### src/rtl/control_sequencer_if.sv
// Control bus between the hardwired sequencer and the single-bus datapath.
// The sequencer (master) drives every strobe; the datapath (slave) returns
// IR contents, the memory-done handshake and the halt request.
interface control_sequencer_if #(
    parameter int OPW = 5
);
    logic [31:0]    IR;
    logic           Mem_done;
    logic           Stop;

    logic           PCout, Zlowout, ZHighout, MDRout;
    logic           MARin, PCin, MDRin, IRin, Yin;
    logic           ZLowIn, ZHighIn, HIin, LOin;
    logic           IncPC, Read;
    logic           Gra, Grb, Grc, Rin, Rout;
    logic [OPW-1:0] ALU_op;
    logic           Run;
    logic           Illegal;

    modport master (
        input  IR, Mem_done, Stop,
        output PCout, Zlowout, ZHighout, MDRout,
        output MARin, PCin, MDRin, IRin, Yin,
        output ZLowIn, ZHighIn, HIin, LOin,
        output IncPC, Read,
        output Gra, Grb, Grc, Rin, Rout,
        output ALU_op, Run, Illegal
    );

    modport slave (
        output IR, Mem_done, Stop,
        input  PCout, Zlowout, ZHighout, MDRout,
        input  MARin, PCin, MDRin, IRin, Yin,
        input  ZLowIn, ZHighIn, HIin, LOin,
        input  IncPC, Read,
        input  Gra, Grb, Grc, Rin, Rout,
        input  ALU_op, Run, Illegal
    );
endinterface

### src/rtl/control_sequencer.sv
// Hardwired Moore control unit for the single-bus CPU: fetch (T0-T2),
// decode (T3), then ALU / MUL-DIV / NOP / HALT execute steps, ending in a
// zero-output boundary cycle where a halt request is honoured.
// Outputs depend only on the state (plus the IR opcode in T3/A4/M4), so
// Clear forcing RESET zeroes every strobe immediately.
module control_sequencer #(
    parameter int OPW         = 5,
    parameter int MEM_TIMEOUT = 15
) (
    input  logic                  Clock,
    input  logic                  Clear,
    control_sequencer_if.master   bus
);
    localparam int CW = $clog2(MEM_TIMEOUT) + 1;

    typedef enum logic [3:0] {
        RESET, T0, T1, T2, T3, A4, A5, M4, M5, M6, BND, HALTED, FAULT
    } state_t;

    state_t         state, next_state;
    logic [CW-1:0]  wait_cnt;
    logic [OPW-1:0] opcode;

    assign opcode = bus.IR[31 -: OPW];

    // State register; Clear drops straight to RESET from any state.
    always_ff @(posedge Clock or negedge Clear) begin
        if (!Clear) state <= RESET;
        else        state <= next_state;
    end

    // Memory wait counter: runs only while T1 keeps stalling, else held at 0.
    // A zero count in T1 also marks the first T1 cycle (PCin window).
    always_ff @(posedge Clock or negedge Clear) begin
        if (!Clear)                                  wait_cnt <= '0;
        else if (state == T1 && next_state == T1)    wait_cnt <= wait_cnt + 1'b1;
        else                                         wait_cnt <= '0;
    end

    // Next-state decode and per-state control strobes.
    always_comb begin
        next_state   = state;
        bus.PCout    = 1'b0;
        bus.Zlowout  = 1'b0;
        bus.ZHighout = 1'b0;
        bus.MDRout   = 1'b0;
        bus.MARin    = 1'b0;
        bus.PCin     = 1'b0;
        bus.MDRin    = 1'b0;
        bus.IRin     = 1'b0;
        bus.Yin      = 1'b0;
        bus.ZLowIn   = 1'b0;
        bus.ZHighIn  = 1'b0;
        bus.HIin     = 1'b0;
        bus.LOin     = 1'b0;
        bus.IncPC    = 1'b0;
        bus.Read     = 1'b0;
        bus.Gra      = 1'b0;
        bus.Grb      = 1'b0;
        bus.Grc      = 1'b0;
        bus.Rin      = 1'b0;
        bus.Rout     = 1'b0;
        bus.ALU_op   = '0;
        bus.Illegal  = 1'b0;
        bus.Run      = !(state inside {RESET, HALTED, FAULT});

        unique case (state)
            RESET: next_state = T0;
            T0: begin
                bus.PCout  = 1'b1;
                bus.MARin  = 1'b1;
                bus.IncPC  = 1'b1;
                bus.ZLowIn = 1'b1;
                next_state = T1;
            end
            T1: begin
                bus.Zlowout = 1'b1;
                bus.PCin    = (wait_cnt == '0);
                bus.Read    = 1'b1;
                bus.MDRin   = 1'b1;
                if (bus.Mem_done)
                    next_state = T2;
                else if (wait_cnt == CW'(MEM_TIMEOUT - 1))
                    next_state = FAULT;
            end
            T2: begin
                bus.MDRout = 1'b1;
                bus.IRin   = 1'b1;
                next_state = T3;
            end
            T3: begin
                case (opcode)
                    5'b00011, 5'b00100, 5'b00101, 5'b00110, 5'b00111,
                    5'b01000, 5'b01001, 5'b01010, 5'b01011: begin
                        bus.Grb    = 1'b1;
                        bus.Rout   = 1'b1;
                        bus.Yin    = 1'b1;
                        next_state = A4;
                    end
                    5'b01100, 5'b01101: begin
                        bus.Gra    = 1'b1;
                        bus.Rout   = 1'b1;
                        bus.Yin    = 1'b1;
                        next_state = M4;
                    end
                    5'b11010: next_state = BND;
                    5'b11011: next_state = HALTED;
                    default: begin
                        bus.Illegal = 1'b1;
                        next_state  = BND;
                    end
                endcase
            end
            A4: begin
                bus.Grc    = 1'b1;
                bus.Rout   = 1'b1;
                bus.ALU_op = opcode;
                bus.ZLowIn = 1'b1;
                next_state = A5;
            end
            A5: begin
                bus.Zlowout = 1'b1;
                bus.Gra     = 1'b1;
                bus.Rin     = 1'b1;
                next_state  = BND;
            end
            M4: begin
                bus.Grb     = 1'b1;
                bus.Rout    = 1'b1;
                bus.ALU_op  = opcode;
                bus.ZLowIn  = 1'b1;
                bus.ZHighIn = 1'b1;
                next_state  = M5;
            end
            M5: begin
                bus.Zlowout = 1'b1;
                bus.LOin    = 1'b1;
                next_state  = M6;
            end
            M6: begin
                bus.ZHighout = 1'b1;
                bus.HIin     = 1'b1;
                next_state   = BND;
            end
            BND:     next_state = bus.Stop ? HALTED : T0;
            HALTED:  next_state = HALTED;
            FAULT:   next_state = FAULT;
            default: next_state = RESET;
        endcase
    end
endmodule
### src/flat_wrapper.sv
// flat-port wrapper written by rule: the top's interface ports become plain ports
module control_sequencer_flat 
#(
    parameter int OPW         = 5,
    parameter int MEM_TIMEOUT = 15
)
  (Clock, Clear, bus_IR, bus_Mem_done, bus_Stop, bus_PCout, bus_Zlowout, bus_ZHighout, bus_MDRout, bus_MARin, bus_PCin, bus_MDRin, bus_IRin, bus_Yin, bus_ZLowIn, bus_ZHighIn, bus_HIin, bus_LOin, bus_IncPC, bus_Read, bus_Gra, bus_Grb, bus_Grc, bus_Rin, bus_Rout, bus_ALU_op, bus_Run, bus_Illegal);
  control_sequencer_if #(.OPW(OPW)) bus_i ();
  input  logic Clock;
  input  logic Clear;
  input wire logic [$bits(bus_i.IR)-1:0] bus_IR;
  input wire logic [$bits(bus_i.Mem_done)-1:0] bus_Mem_done;
  input wire logic [$bits(bus_i.Stop)-1:0] bus_Stop;
  output wire logic [$bits(bus_i.PCout)-1:0] bus_PCout;
  output wire logic [$bits(bus_i.Zlowout)-1:0] bus_Zlowout;
  output wire logic [$bits(bus_i.ZHighout)-1:0] bus_ZHighout;
  output wire logic [$bits(bus_i.MDRout)-1:0] bus_MDRout;
  output wire logic [$bits(bus_i.MARin)-1:0] bus_MARin;
  output wire logic [$bits(bus_i.PCin)-1:0] bus_PCin;
  output wire logic [$bits(bus_i.MDRin)-1:0] bus_MDRin;
  output wire logic [$bits(bus_i.IRin)-1:0] bus_IRin;
  output wire logic [$bits(bus_i.Yin)-1:0] bus_Yin;
  output wire logic [$bits(bus_i.ZLowIn)-1:0] bus_ZLowIn;
  output wire logic [$bits(bus_i.ZHighIn)-1:0] bus_ZHighIn;
  output wire logic [$bits(bus_i.HIin)-1:0] bus_HIin;
  output wire logic [$bits(bus_i.LOin)-1:0] bus_LOin;
  output wire logic [$bits(bus_i.IncPC)-1:0] bus_IncPC;
  output wire logic [$bits(bus_i.Read)-1:0] bus_Read;
  output wire logic [$bits(bus_i.Gra)-1:0] bus_Gra;
  output wire logic [$bits(bus_i.Grb)-1:0] bus_Grb;
  output wire logic [$bits(bus_i.Grc)-1:0] bus_Grc;
  output wire logic [$bits(bus_i.Rin)-1:0] bus_Rin;
  output wire logic [$bits(bus_i.Rout)-1:0] bus_Rout;
  output wire logic [$bits(bus_i.ALU_op)-1:0] bus_ALU_op;
  output wire logic [$bits(bus_i.Run)-1:0] bus_Run;
  output wire logic [$bits(bus_i.Illegal)-1:0] bus_Illegal;
  assign bus_i.IR = bus_IR;
  assign bus_i.Mem_done = bus_Mem_done;
  assign bus_i.Stop = bus_Stop;
  assign bus_PCout = bus_i.PCout;
  assign bus_Zlowout = bus_i.Zlowout;
  assign bus_ZHighout = bus_i.ZHighout;
  assign bus_MDRout = bus_i.MDRout;
  assign bus_MARin = bus_i.MARin;
  assign bus_PCin = bus_i.PCin;
  assign bus_MDRin = bus_i.MDRin;
  assign bus_IRin = bus_i.IRin;
  assign bus_Yin = bus_i.Yin;
  assign bus_ZLowIn = bus_i.ZLowIn;
  assign bus_ZHighIn = bus_i.ZHighIn;
  assign bus_HIin = bus_i.HIin;
  assign bus_LOin = bus_i.LOin;
  assign bus_IncPC = bus_i.IncPC;
  assign bus_Read = bus_i.Read;
  assign bus_Gra = bus_i.Gra;
  assign bus_Grb = bus_i.Grb;
  assign bus_Grc = bus_i.Grc;
  assign bus_Rin = bus_i.Rin;
  assign bus_Rout = bus_i.Rout;
  assign bus_ALU_op = bus_i.ALU_op;
  assign bus_Run = bus_i.Run;
  assign bus_Illegal = bus_i.Illegal;
  control_sequencer #(.OPW(OPW), .MEM_TIMEOUT(MEM_TIMEOUT)) u_core (.Clock(Clock), .Clear(Clear), .bus(bus_i));
endmodule
### config.mk
export PLATFORM = sky130hd
export DESIGN_NAME = control_sequencer_flat
export DESIGN_NICKNAME = d
export VERILOG_FILES = /design/src/rtl/control_sequencer_if.sv /design/src/rtl/control_sequencer.sv /design/src/flat_wrapper.sv
export SDC_FILE = /design/constraint.sdc
export NUM_CORES = 1
export LEC_CHECK = 0
export BUFFER_PORTS_ARGS = -buffer_cell sky130_fd_sc_hd__buf_4
export CAP_MARGIN = 25
export CORE_MARGIN = 2
export CORE_UTILIZATION = 40
export CTS_CLUSTER_SIZE = 8
export DETAILED_ROUTE_END_ITERATION = 10
export MAX_ROUTING_LAYER = met4
export PLACE_DENSITY_LB_ADDON = 0.12
export SLEW_MARGIN = 20
export SYNTH_ARGS = -nofsm -noshare
export SYNTH_HDL_FRONTEND = slang
export SYNTH_SLANG_ARGS = --single-unit
### constraint.sdc
create_clock -name Clock -period 1.89 [get_ports Clock]
set_clock_uncertainty 0.05 [all_clocks]
set_input_delay 0.2835 -clock Clock [delete_from_list [all_inputs] [get_ports Clock]]
set_output_delay 0.2835 -clock Clock [all_outputs]
set_load 0.1 [all_outputs]
==> run summary, run 1 <==
Status: complete, but fails checks
Failing checks: negative setup slack
Post-synth cell types: 40
CTS tree: yes
Final Wtd Congestion: 0.798
Reg-to-Reg Start: u_core.state[1]
CP Cell Sequence: or4b_4, a31oi_4, nand3_2, clkinvlp_4, buf_12
CTS root buffer: clkbuf_4
Layout cells sized above 1: 0.594
Largest net degree at the start of global routing: 14
H-tree level count: 1
Final Non-Filler Cells: 187
Hold Crit Class: in2reg
Clk slew on worst S/H paths: 0.07 ns
GRT Util Overall: 0.244
VDD IR max: 0.00166 V
Vias in the first global route: 980
Vias/cell: 5.69
Post-Syn Area per Cell: 7.67 um^2
Final worst slack: -0.277 ns
Drt pass-1 iters: 4
First-pass GRT wire length: 4580 um
Post-route cell area: 0.00181 mm^2
Vias: 1064
CTS Buffer Depth: 2
Flop-to-flop setup slack: -0.05 ns
Crit path DAT: 1.83 ns
Final WL: 3470 um
Dominant cells by area after synthesis: dfrtp_1, nor2_1, and3_1, buf_4, ha_1
Antenna Cells: 0
Leakage power: 0.764 nW
Placed cells: 176
Grt ovf: 0
Critical hold path startpoint: bus_Mem_done
Hold depth: 3
CP Capture Type: output pin
Pwr Density: 2010 mW/mm^2
Met1 usage in global routing: 0.313
Post-DP Area: 0.00135 mm^2
Critical path's top delay family: simple AND/OR/NAND/NOR gates
Grt met2 use: 0.417
Initial Utilization: 0.429
Max Clock Freq: 462 MHz
Initial antenna violation count: 0
Layout area overhead: 110%
Sequential share of the synthesized area: 0.262
Yosys warns: 0
# clock sinks: 9
Register area: 225 um^2
Max-cap violations: 0
R2R cell count: 5
Site Rows: 16
PortBufs: 35
Die X: 50.4 um
Synth Flop Type: dfrtp_1
Net count, final: 200
Post-synth top area share: 0.262
Met3 Use GR: 0.0446
Post-DRT Antenna Nets: 0
Least-Margin Pin Slew: 0.413 ns
Max-slew violations: 0
Die ar.: 0.00254 mm^2
Critical path startpoint: u_core.state[3]
Unrepaired setup endpoints after global routing: yes
WL/cell: 18.6 um
Core area: 0.00200 mm^2
Dpl ws: -0.199 ns
Normalized max-slew margin: 0.723
IO Count: 63
CP peak stage delay: 0.58 ns
Number of synthesized flops with an enable pin: 0
Total Power: 3.63 mW
Post-synth ARST share: 1.00
DRC viols: 0
Final Hold Fails: 0
Initial drt markers: 45
Worst flop-to-flop path endpoint: u_core.state[3]
Die height: 50.4 um
Post-synth top cells: nor2_1, dfrtp_1, inv_1
Synth area leader: dfrtp_1
Gate Count Post-Synth: 112
Setup violations, final: 21
Syn Nets: 151
Crit path max fanout: 2
Crit path buf inv count: 2
Number of synthesized register bits: 9
Worst-Skew Late Latency: 0.26 ns
CP Class: reg2out
Most common cell in the netlist: nor2_1
Min Tclk post-route: 2.17 ns
Setup crit start kind: flop
Total CTS buffers: 3
HPWL after DPL: 1910 um
CP max stage cell: or4b_4
Grt peak-use layer: met2
Area of the multi-input gates: 749 um^2
Post-Syn Area: 860 um^2
Data required, critical path: 1.56 ns
Fin crit share: 1.15
Fillers: 67
WHS Endpoint: u_core.state[1]
==> final cells by class <==
type | count | area share
clock buffers | 4 | 0.0146
repair buffers | 57 | 0.405
flip-flops and latches | 9 | 0.125
well taps | 27 | 0.0187
multi-input cells | 82 | 0.415
inverters | 8 | 0.0222
==> sequential cells by signal (all words and copies together), names as in the netlist <==
register and cells:
u_core.wait_cnt 5, u_core.state 4
==> per-stage QoR <==
stage / util / TNS, ns / hold slack, ns
after floorplan: - / -1.99 / -0.0621
after global placement: 0.674 / -0.262 / 0.0622
after detailed placement: 0.674 / -0.447 / 0.0631
after CTS: 0.858 / -1.37 / 0.266
after global routing: 0.902 / -3.18 / 0.293
final: 0.902 / -2.05 / 0.314
==> cell usage in the layout, fill, tap and decap left out, drive strengths merged, types with 2 or more instances in the layout <==
cell / netlist / routed
nand2b: 3 / 3
nor3: 3 / 3
clkinvlp: 0 / 2
a21oi: 7 / 7
or4b: 2 / 2
nor2: 15 / 15
o21ai: 5 / 5
nand3: 6 / 6
buf: 6 / 56
ha: 3 / 3
xor2: 3 / 3
dfrtp: 9 / 9
and3: 7 / 7
nand2: 4 / 4
a31oi: 2 / 2
clkbuf: 7 / 4
inv: 8 / 6
==> worst max path at each step <==
| stage | slack (ns) | to | cells past startpoint |
|---|---|---|---|
| 4_1_cts | -0.25 | bus_Yin | 5 |
| 5_1_grt | -0.34 | bus_Yin | 5 |
| 2_1_floorplan | -0.44 | bus_PCin | 3 |
| 3_3_place_gp | -0.13 | bus_Yin | 5 |
| 3_5_place_dp | -0.20 | bus_Yin | 5 |
| 6_report | -0.28 | bus_Yin | 5 |
==> tightest hold or removal path: stages <==
cell and delay [ns]:
buf_4 0.11, o21ai_0 0.10, nand3_1 0.10
==> kinds of logic after synthesis <==
group	count (synthesis)	synth area share
buffers and inverters	21	0.122
AND/OR/NAND/NOR	48	0.306
multiplexers	2	0.0247
adder cells (fa/ha/maj)	4	0.0553
XOR/XNOR	4	0.0408
flip-flops	9	0.262
AO/OA/AOI/OAI	24	0.189
==> report_power, final <==
part | total, mW | internal (mW) | switching [mW]
combinational | 3.20 | 1.11 | 2.09
sequential | 0.278 | 0.238 | 0.0407
clock | 0.152 | 0.0814 | 0.0704
total | 3.63 | 1.43 | 2.20
==> layer usage <==
layer / up-vias / routed length (um)
met5: - / 0
met4: 0 / 108
met3: 12 / 218
met2: 53 / 1800
met1: 510 / 1340
li1: 489 / -
==> repair_timing <==
action	in CTS	in global routing
hold buffers	1	0
hold endpoints to repair	9	0
pin swaps	3	1
resized for setup	77	13
buffers inserted	1	5
setup endpoints to repair	25	26
Note: power is estimated with default switching activity, not from simulation.
==> run 2: changes to the inputs <==
--- a/config.mk
+++ b/config.mk
@@ -5,14 +5,16 @@
 export SDC_FILE = /design/constraint.sdc
 export NUM_CORES = 1
 export LEC_CHECK = 0
-export BUFFER_PORTS_ARGS = -buffer_cell sky130_fd_sc_hd__buf_4
+export BUFFER_PORTS_ARGS = -buffer_cell sky130_fd_sc_hd__buf_2
 export CAP_MARGIN = 25
 export CORE_MARGIN = 2
 export CORE_UTILIZATION = 40
+export CTS_CLUSTER_DIAMETER = 40
 export CTS_CLUSTER_SIZE = 8
 export DETAILED_ROUTE_END_ITERATION = 10
 export MAX_ROUTING_LAYER = met4
 export PLACE_DENSITY_LB_ADDON = 0.12
+export SKIP_CTS_REPAIR_TIMING = 1
 export SLEW_MARGIN = 20
 export SYNTH_ARGS = -nofsm -noshare
 export SYNTH_HDL_FRONTEND = slang
==> run 2 against run 1 <==
The flow still finishes with violations (negative setup slack). Critical path depth is 1 lower. Flip-flop and latch count stayed put. Clock power hardly changed. Global-route usage is 1.5 points lower. Die area stayed put. Sequential power is 2% higher. First-iteration DRC count is 4.4% lower. Routed wire length is 3.0% lower. Critical path type unchanged. Largest power group unchanged. Highest routed layer unchanged.
==> run summary, run 2 (synthesis results as in run 1) <==
Die ar.: 0.00254 mm^2
Post-DRT Antenna Nets: 0
Data required, critical path: 1.56 ns
Initial antenna violation count: 0
Worst-Skew Late Latency: 0.27 ns
Pwr Density: 2040 mW/mm^2
Max reg flops: 5
Max-slew violations: 0
H-tree level count: 1
GRT Util Overall: 0.229
HPWL after DPL: 2050 um
Post-DP Area: 0.00166 mm^2
Leakage power: 0.759 nW
Unrepaired setup endpoints after global routing: yes
CP Capture Type: output pin
Fillers: 61
Least-Margin Pin Slew: 0.403 ns
Hold Crit Class: in2reg
Largest net degree at the start of global routing: 14
Vias in the first global route: 947
Max Clock Freq: 462 MHz
First-pass GRT wire length: 4400 um
Drt pass-1 iters: 4
Final worst slack: -0.275 ns
Biggest register: u_core.wait_cnt
Die height: 50.4 um
Vias: 1071
DRC viols: 0
CTS root buffer: clkbuf_4
Layout cells sized above 1: 0.574
WL/cell: 18.5 um
Commonest cells after routing, fill and taps aside: buf_12, nor2_1, buf_2, dfrtp_1
Initial drt markers: 43
Grt ovf: 0
Fin crit share: 1.15
Layout area overhead: 113%
# clock sinks: 9
CP Class: reg2out
Net count, final: 195
PortBufs: 35
VDD IR max: 0.00160 V
Leading cell type in the layout, fill and taps excluded: buf_12
Max-cap violations: 0
Min Tclk post-route: 2.17 ns
Total Power: 3.73 mW
IO Count: 63
Final Hold Fails: 0
Setup violations, final: 22
Setup crit start kind: flop
Final WL: 3370 um
Vias/cell: 5.88
Crit path max fanout: 4
Antenna Cells: 0
Normalized max-slew margin: 0.730
Clk slew on worst S/H paths: 0.07 ns
CTS Buffer Depth: 2
Die X: 50.4 um
Final Wtd Congestion: 0.904
Post-route cell area: 0.00183 mm^2
Failing checks: negative setup slack
Status: complete, but fails checks
CTS tree: yes
Biggest regs: u_core.wait_cnt: 5 flops, u_core.state: 4 flops
Site Rows: 16
Core area: 0.00200 mm^2
Total CTS buffers: 3
Initial Utilization: 0.429
Final TNS setup: -2.04 ns
Crit path DAT: 1.83 ns
-- run 2: changes by cell type in the layout (fill, tap and decap cells not counted), sizes merged --
cell and delta:
buf -5
-- run 2: layout make-up --
type / instances / area, um^2 / share of cell area
sequential: 9 / 226 / 0.124
inverter: 8 / 37.5 / 0.0205
tap: 27 / 33.8 / 0.0185
multi-input combinational: 82 / 742 / 0.406
clock buffer: 4 / 26.3 / 0.0144
timing repair buffer: 52 / 762 / 0.417
-- run 2: final timing paths --
path                                     from            endpoint  slack, ns  depth (start not counted)
setup / recovery              u_core.state[0]            bus_PCin      -0.28                          4
hold / removal                   bus_Mem_done     u_core.state[1]       0.33                          3
setup reg to reg              u_core.state[0]     u_core.state[3]       0.12                          4
hold reg to reg            u_core.wait_cnt[0]  u_core.wait_cnt[0]       0.45                          1
max in group asynchronous               Clear     u_core.state[2]       1.20                          2
min in group asynchronous               Clear     u_core.state[3]       0.38                          2
-- run 2: metal layers --
layer,GRT usage,wire [um]
met5,-,0
met4,0.0225,95
met3,0.0655,210
met2,0.397,1720
met1,0.274,1340
-- run 2: critical path, stage by stage, from the launching register on --
cell and delay, ns:
dfrtp_1 0.41, buf_6 0.14, or4b_4 0.59, nor4_4 0.21, buf_12 0.21
-- run 2: where the power goes --
group | leakage [nW] | internal, mW | switching (mW) | total [mW]
Sequential | 0.118 | 0.239 | 0.0436 | 0.283
Combinational | 0.625 | 1.20 | 2.10 | 3.29
Clock | 0.0150 | 0.0815 | 0.0726 | 0.154
Total | 0.759 | 1.52 | 2.21 | 3.73
-- run 2: metrics by stage --
step / util / hold WS [ns] / cells / setup slack [ns]
finish: 0.913 / 0.333 / 182 / -0.275
global route: 0.913 / 0.349 / 182 / -0.331
CTS: 0.842 / -0.189 / 179 / -0.368
detailed placement: 0.829 / 0.0899 / 175 / -0.0731
global placement: 0.829 / 0.0881 / 175 / -0.0422
floorplan: - / -0.0621 / 112 / -0.441
